--- config.mk ---
export PLATFORM = sky130hd
export DESIGN_NAME = id_ex_stage
export DESIGN_NICKNAME = d
export VERILOG_FILES = /design/src/rtl/id_ex_stage_pkg.sv /design/src/rtl/id_ex_stage_fwd_mux.sv /design/src/rtl/id_ex_stage.sv
export SDC_FILE = /design/constraint.sdc
export NUM_CORES = 1
export LEC_CHECK = 0
export ABC_AREA = 1
export CAP_MARGIN = 20
export CORE_MARGIN = 3
export CORE_UTILIZATION = 45
export DETAILED_ROUTE_END_ITERATION = 16
export PLACE_DENSITY = 0.84
export REMOVE_ABC_BUFFERS = 1
export SYNTH_ARGS = -nofsm -noshare
export SYNTH_HDL_FRONTEND = slang
export SYNTH_SLANG_ARGS = --single-unit
--- constraint.sdc ---
create_clock -name clk -period 4.75 [get_ports clk]
set_input_delay 0.95 -clock clk [delete_from_list [all_inputs] [get_ports clk]]
set_output_delay 0.95 -clock clk [all_outputs]
set_load 0.01 [all_outputs]
--- src/rtl/id_ex_stage_pkg.sv ---
// Shared encodings for the ID/EX stage: ALU op codes and ALU operand select values.
// Latency: n/a (definitions only).
// Backpressure: n/a (definitions only).
package id_ex_stage_pkg;

    // ALU op codes; code 0 is the idle op so a bubble drives a harmless ALU.
    localparam logic [3:0] ALU_NOP = 4'd0;
    localparam logic [3:0] ALU_ADD = 4'd1;
    localparam logic [3:0] ALU_SUB = 4'd2;
    localparam logic [3:0] ALU_AND = 4'd3;
    localparam logic [3:0] ALU_OR  = 4'd4;
    localparam logic [3:0] ALU_SLL = 4'd5;
    localparam logic [3:0] ALU_SRL = 4'd6;

    // alu1 operand source
    typedef enum logic {
        ALU1_RS = 1'b0,
        ALU1_RT = 1'b1
    } alu1_sel_e;

    // alu2 operand source
    typedef enum logic [1:0] {
        ALU2_RT    = 2'd0,
        ALU2_IMM   = 2'd1,
        ALU2_SHAMT = 2'd2,
        ALU2_RS    = 2'd3
    } alu2_sel_e;

endpackage

--- src/rtl/id_ex_stage_fwd_mux.sv ---
// Forwarding mux for one source register: EX/MEM result, else MEM/WB result, else latched data.
// Latency: purely combinational.
// Backpressure: none; $0 is never forwarded.
// Ports: reg_num/latched (source), exm_* and wb_* (producer triples), fwd (resolved operand).
module fwd_mux
    import id_ex_stage_pkg::*;
#(
    parameter int DATA_WIDTH = 32,
    parameter int REG_AW     = 5
) (
    input  logic [REG_AW-1:0]     reg_num,
    input  logic [DATA_WIDTH-1:0] latched,
    input  logic                  exm_regwrite,
    input  logic [REG_AW-1:0]     exm_rd,
    input  logic [DATA_WIDTH-1:0] exm_result,
    input  logic                  wb_regwrite,
    input  logic [REG_AW-1:0]     wb_rd,
    input  logic [DATA_WIDTH-1:0] wb_result,
    output logic [DATA_WIDTH-1:0] fwd
);

    always_comb begin
        fwd = latched;
        // EX/MEM is the younger producer, so it is checked first.
        if (exm_regwrite && (exm_rd == reg_num) && (reg_num != '0)) begin
            fwd = exm_result;
        end else if (wb_regwrite && (wb_rd == reg_num) && (reg_num != '0)) begin
            fwd = wb_result;
        end
    end

endmodule

--- src/rtl/id_ex_stage.sv ---
// ID/EX pipeline register with EX-stage operand forwarding feeding the ALU and EX/MEM.
// Latency: one cycle ID -> registered state; operand muxing is combinational in EX.
// Backpressure: stall holds contents (rs/rt data refreshed from forwarding), flush inserts a bubble.
// Ports: id_* (decoded instruction), stall/flush (hazard unit), exm_*/wb_* (forward sources),
//        ex_*/alu1/alu2 (to ALU and EX/MEM).
module id_ex_stage
    import id_ex_stage_pkg::*;
#(
    parameter int DATA_WIDTH = 32,
    parameter int REG_AW     = 5
) (
    input  logic                  clk,
    input  logic                  rst_n,
    input  logic                  id_valid,
    input  logic [3:0]            id_aluctr,
    input  logic [DATA_WIDTH-1:0] id_rs_data,
    input  logic [DATA_WIDTH-1:0] id_rt_data,
    input  logic [DATA_WIDTH-1:0] id_imm,
    input  logic [4:0]            id_shamt,
    input  logic [REG_AW-1:0]     id_rs,
    input  logic [REG_AW-1:0]     id_rt,
    input  logic [REG_AW-1:0]     id_rd,
    input  logic                  id_alu1_sel,
    input  logic [1:0]            id_alu2_sel,
    input  logic                  id_regwrite,
    input  logic                  id_memread,
    input  logic                  id_memwrite,
    input  logic                  stall,
    input  logic                  flush,
    input  logic                  exm_regwrite,
    input  logic [REG_AW-1:0]     exm_rd,
    input  logic [DATA_WIDTH-1:0] exm_result,
    input  logic                  wb_regwrite,
    input  logic [REG_AW-1:0]     wb_rd,
    input  logic [DATA_WIDTH-1:0] wb_result,
    output logic                  ex_valid,
    output logic [3:0]            ex_aluctr,
    output logic [DATA_WIDTH-1:0] alu1,
    output logic [DATA_WIDTH-1:0] alu2,
    output logic [DATA_WIDTH-1:0] ex_store_data,
    output logic [REG_AW-1:0]     ex_rd,
    output logic                  ex_regwrite,
    output logic                  ex_memread,
    output logic                  ex_memwrite
);

    logic                  valid_q;
    logic [3:0]            aluctr_q;
    logic [DATA_WIDTH-1:0] rs_data_q;
    logic [DATA_WIDTH-1:0] rt_data_q;
    logic [DATA_WIDTH-1:0] imm_q;
    logic [4:0]            shamt_q;
    logic [REG_AW-1:0]     rs_q;
    logic [REG_AW-1:0]     rt_q;
    logic [REG_AW-1:0]     rd_q;
    alu1_sel_e             alu1_sel_q;
    alu2_sel_e             alu2_sel_q;
    logic                  regwrite_q;
    logic                  memread_q;
    logic                  memwrite_q;

    logic [DATA_WIDTH-1:0] fwd_rs;
    logic [DATA_WIDTH-1:0] fwd_rt;

    // The register file is read in ID before WB writes it back, so a value
    // retiring on the capture edge is taken from the WB bus instead.
    logic wt_rs;
    logic wt_rt;
    assign wt_rs = wb_regwrite && (wb_rd == id_rs) && (id_rs != '0);
    assign wt_rt = wb_regwrite && (wb_rd == id_rt) && (id_rt != '0);

    always_ff @(posedge clk or negedge rst_n) begin
        if (!rst_n) begin
            valid_q    <= 1'b0;
            aluctr_q   <= ALU_NOP;
            rs_data_q  <= '0;
            rt_data_q  <= '0;
            imm_q      <= '0;
            shamt_q    <= '0;
            rs_q       <= '0;
            rt_q       <= '0;
            rd_q       <= '0;
            alu1_sel_q <= ALU1_RS;
            alu2_sel_q <= ALU2_RT;
            regwrite_q <= 1'b0;
            memread_q  <= 1'b0;
            memwrite_q <= 1'b0;
        end else if (flush) begin
            // Bubble: zeroing rs/rt numbers also disables forwarding, so ALU inputs read 0.
            valid_q    <= 1'b0;
            aluctr_q   <= ALU_NOP;
            rs_data_q  <= '0;
            rt_data_q  <= '0;
            imm_q      <= '0;
            shamt_q    <= '0;
            rs_q       <= '0;
            rt_q       <= '0;
            rd_q       <= '0;
            alu1_sel_q <= ALU1_RS;
            alu2_sel_q <= ALU2_RT;
            regwrite_q <= 1'b0;
            memread_q  <= 1'b0;
            memwrite_q <= 1'b0;
        end else if (stall) begin
            // Refresh operands so a producer retiring during the stall is not lost.
            rs_data_q <= fwd_rs;
            rt_data_q <= fwd_rt;
        end else begin
            valid_q    <= id_valid;
            aluctr_q   <= id_aluctr;
            rs_data_q  <= wt_rs ? wb_result : id_rs_data;
            rt_data_q  <= wt_rt ? wb_result : id_rt_data;
            imm_q      <= id_imm;
            shamt_q    <= id_shamt;
            rs_q       <= id_rs;
            rt_q       <= id_rt;
            rd_q       <= id_rd;
            alu1_sel_q <= alu1_sel_e'(id_alu1_sel);
            alu2_sel_q <= alu2_sel_e'(id_alu2_sel);
            regwrite_q <= id_regwrite;
            memread_q  <= id_memread;
            memwrite_q <= id_memwrite;
        end
    end

    fwd_mux #(.DATA_WIDTH(DATA_WIDTH), .REG_AW(REG_AW)) u_fwd_rs (
        .reg_num      (rs_q),
        .latched      (rs_data_q),
        .exm_regwrite (exm_regwrite),
        .exm_rd       (exm_rd),
        .exm_result   (exm_result),
        .wb_regwrite  (wb_regwrite),
        .wb_rd        (wb_rd),
        .wb_result    (wb_result),
        .fwd          (fwd_rs)
    );

    fwd_mux #(.DATA_WIDTH(DATA_WIDTH), .REG_AW(REG_AW)) u_fwd_rt (
        .reg_num      (rt_q),
        .latched      (rt_data_q),
        .exm_regwrite (exm_regwrite),
        .exm_rd       (exm_rd),
        .exm_result   (exm_result),
        .wb_regwrite  (wb_regwrite),
        .wb_rd        (wb_rd),
        .wb_result    (wb_result),
        .fwd          (fwd_rt)
    );

    assign alu1 = (alu1_sel_q == ALU1_RT) ? fwd_rt : fwd_rs;

    always_comb begin
        alu2 = fwd_rt;
        case (alu2_sel_q)
            ALU2_RT:    alu2 = fwd_rt;
            ALU2_IMM:   alu2 = imm_q;
            ALU2_SHAMT: alu2 = {{(DATA_WIDTH-5){1'b0}}, shamt_q};
            ALU2_RS:    alu2 = fwd_rs;
            default:    alu2 = fwd_rt;
        endcase
    end

    assign ex_valid      = valid_q;
    assign ex_aluctr     = aluctr_q;
    assign ex_store_data = fwd_rt;
    assign ex_rd         = rd_q;
    assign ex_regwrite   = regwrite_q & valid_q;
    assign ex_memread    = memread_q & valid_q;
    assign ex_memwrite   = memwrite_q & valid_q;

endmodule

==> qor.yml <==
setup_path:
  path_class: "in -> out"
  start_kind: "primary input"
  path_max_fanout: 22
  cp.required_ns: 3.80
  crit_arrival_ns: 3.46
  critPathMostFrequentCell: "nand3_1"
  cp_cell_sequence: "clkdlybuf4s50_1 > inv_2 > nand2_1 > nand3_1 > nor2_4 > buf_4 > nand3_1 > nand3_1 > nand2_1 > o21ai_1 > clkdlybuf4s50_1"
  cpMaxStageDelayCell: "clkdlybuf4s50_1"
  slowest_delay_ns: 0.59
  critPathCaptureType: "primary output"
floorplan:
  die_w_um: 147
  start_util_pct: 46.9
  dieArea_um2: 21600
  num_rows: 50
  core-area_um2: 19100
  die_y_um: 147
  io_pins: 316
global_route:
  grt_max_degree: 111
  grt_usage_pct: 32.9
  grt_pass1_wl_mm: 56.7
  antenna_found_initial: 0
  grt_pass1_vias: 10900
  grt_overflow: 0
timing:
  fin_crit_ns: 4.41
  worst_clock_skew_ns: 0.0120
  tightest_slew_ns: 1.16
  holdWs_ns: 0.500
  fmax_ghz: 0.227
  rsz0062_at_grt: "no"
  hold_viol: 0
  slew_viol_final: 0
  finalSetupViolations: 0
  final.period_utilization_pct: 92.8
  tns_ns: 0
  slew_headroom_pct: 22.5
synth:
  yosys_warnings: 0
  synthCells: 1419
  synth-seq-cells: 127
  synthArstFlopShare_pct: 100
  yosysUniqueCellTypes: 26
  ys_seq_area_share_pct: 35.5
  syn_area_per_cell_um2: 6.30
  synth_edf_count: 0
  yosys_most_used_dff: "dfrtp_1"
  synth_area_um2: 8940
detailed_routing:
  antenna_left: 0
  routed_wl_mm: 36.4
  drc: 0
  wl_per_cell_um: 18.4
  vias: 10900
  first_pass_iters: 6
  vias_per_cell: 5.54
  first_iter_violations: 898
clocking:
  cts-resized-gates: 0
  cts_buffer_depth: 2
  clk_pin_slew_ns: 0.05
  cts_buffers: 17
  cts_tree: "built"
  cts_setup_buffers: 0
  clk_latency_ns: 0.43
  cts_sinks: 127
  clock-root-buffer: "clkbuf_16"
  h-tree-depth: 4
  postCtsHoldBufs: 0
place:
  place.gp.congestion: 0.938
  placed_area_um2: 12400
  dp_cells: 1943
  dp_hpwl_mm: 24.9
  io_buffers: 315
final_layout:
  post-route-util_pct: 67.9
  layout-drive-gt1-share_pct: 6.65
  final_cells: 1975
  final_common_cell: "nand2_1"
  area_growth_pct: 44.8
  num_antenna_cells: 0
  most-common-layout-cells: "nand2_1 (497), nand3_1 (349), clkdlybuf4s50_1 (314)"
  final_nets: 1909
  final_area_um2: 13000
  layout.filler_cells: 1678
power:
  peakVddDrop_mv: 0.228
  p_leak_nw: 6.63
  power.density_nw_per_um2: 262
outcome:
  status: "complete, no violations"
job:
  drv_cap: 0
hold_path:
  hold_path_class: "reg -> reg"
## cells by family after synthesis
logic type	after synthesis	share of synthesized area, %
buffers and inverters	298	13.4
flip-flops	127	35.5
AND/OR/NAND/NOR	874	42.0
XOR/XNOR	2	0.196
AO/OA/AOI/OAI	118	8.88
## metal layers
layer	track usage, %	routed length (µm)	vias to the layer above
met1	39.8	13600	4966
met3	8.95	4140	120
li1	-	-	5113
met4	15.3	1470	0
met5	0	0	-
met2	54.6	17200	748
## critical path: cells and delay by family
kind	cells	cell delay [ns]
buffers and inverters	4	1.58
AND/OR/NAND/NOR	6	0.69
AO/OA/AOI/OAI	1	0.24
## power by group
part	switching [mW]	leakage [nW]	internal, mW
clock network	0.544	0.274	0.741
registers	0.0349	1.69	1.15
logic	0.482	4.67	0.439
## worst paths after layout
check | startpoint | to | slack, ns | cells past startpoint
setup / recovery | wb_rd[0] | alu1[12] | 0.34 | 11
min in group asynchronous | rst_n | imm_q[2]$_DFFE_PN0P_ | 0.59 | 1
hold / removal | imm_q[27]$_DFFE_PN0P_ | imm_q[27]$_DFFE_PN0P_ | 0.50 | 1
hold reg to reg | imm_q[27]$_DFFE_PN0P_ | imm_q[27]$_DFFE_PN0P_ | 0.50 | 1
max in group asynchronous | rst_n | imm_q[24]$_DFFE_PN0P_ | 3.07 | 2
setup reg to reg | rs_q[0]$_DFFE_PN0P_ | rs_data_q[27]$_DFF_PN0_ | 2.62 | 9
## per-stage QoR
stage | power (mW) | worst slack [ns]
after floorplan | 1.58 | -1.10
after global placement | 2.10 | 0.379
after detailed placement | 2.11 | 0.383
after CTS | 3.39 | 0.370
after global routing | 3.52 | 0.198
final | 3.39 | 0.344
## cell type report
type                    count  area (µm²)  area share [%]
clock inverters            14         133            1.02
inverters                 215         807            6.23
well taps                 260         325            2.51
repair buffers            347        3440            26.6
flip-flops and latches    127        3180            24.5
multi-input cells         994        4630            35.7
clock buffers              18         439            3.39
## synth_stat cells (9+ instances only)
master	count	area share [%]
nor2_1	15	0.63
a21oi_1	9	0.50
nand3_1	350	20
clkbuf_1	36	1.5
o21ai_1	25	1.4
dfrtp_1	127	36
o21ai_0	18	1.0
inv_1	181	7.6
o22ai_1	12	0.84
inv_2	33	1.4
buf_2	36	2.0
a22o_1	46	4.5
nand2_1	498	21
## sequential cells by signal, summed over array words and instances, names as in the netlist
register and count:
rs_q 5, imm_q 32, rs_data_q 32, alu2_sel_q 2
rt_q 5, ex_aluctr 4, shamt_q 5, alu1_sel_q 1
ex_rd 5, regwrite_q 1, memread_q 1, ex_valid 1
rt_data_q 32, memwrite_q 1
Power figures use the tool's default switching activity.
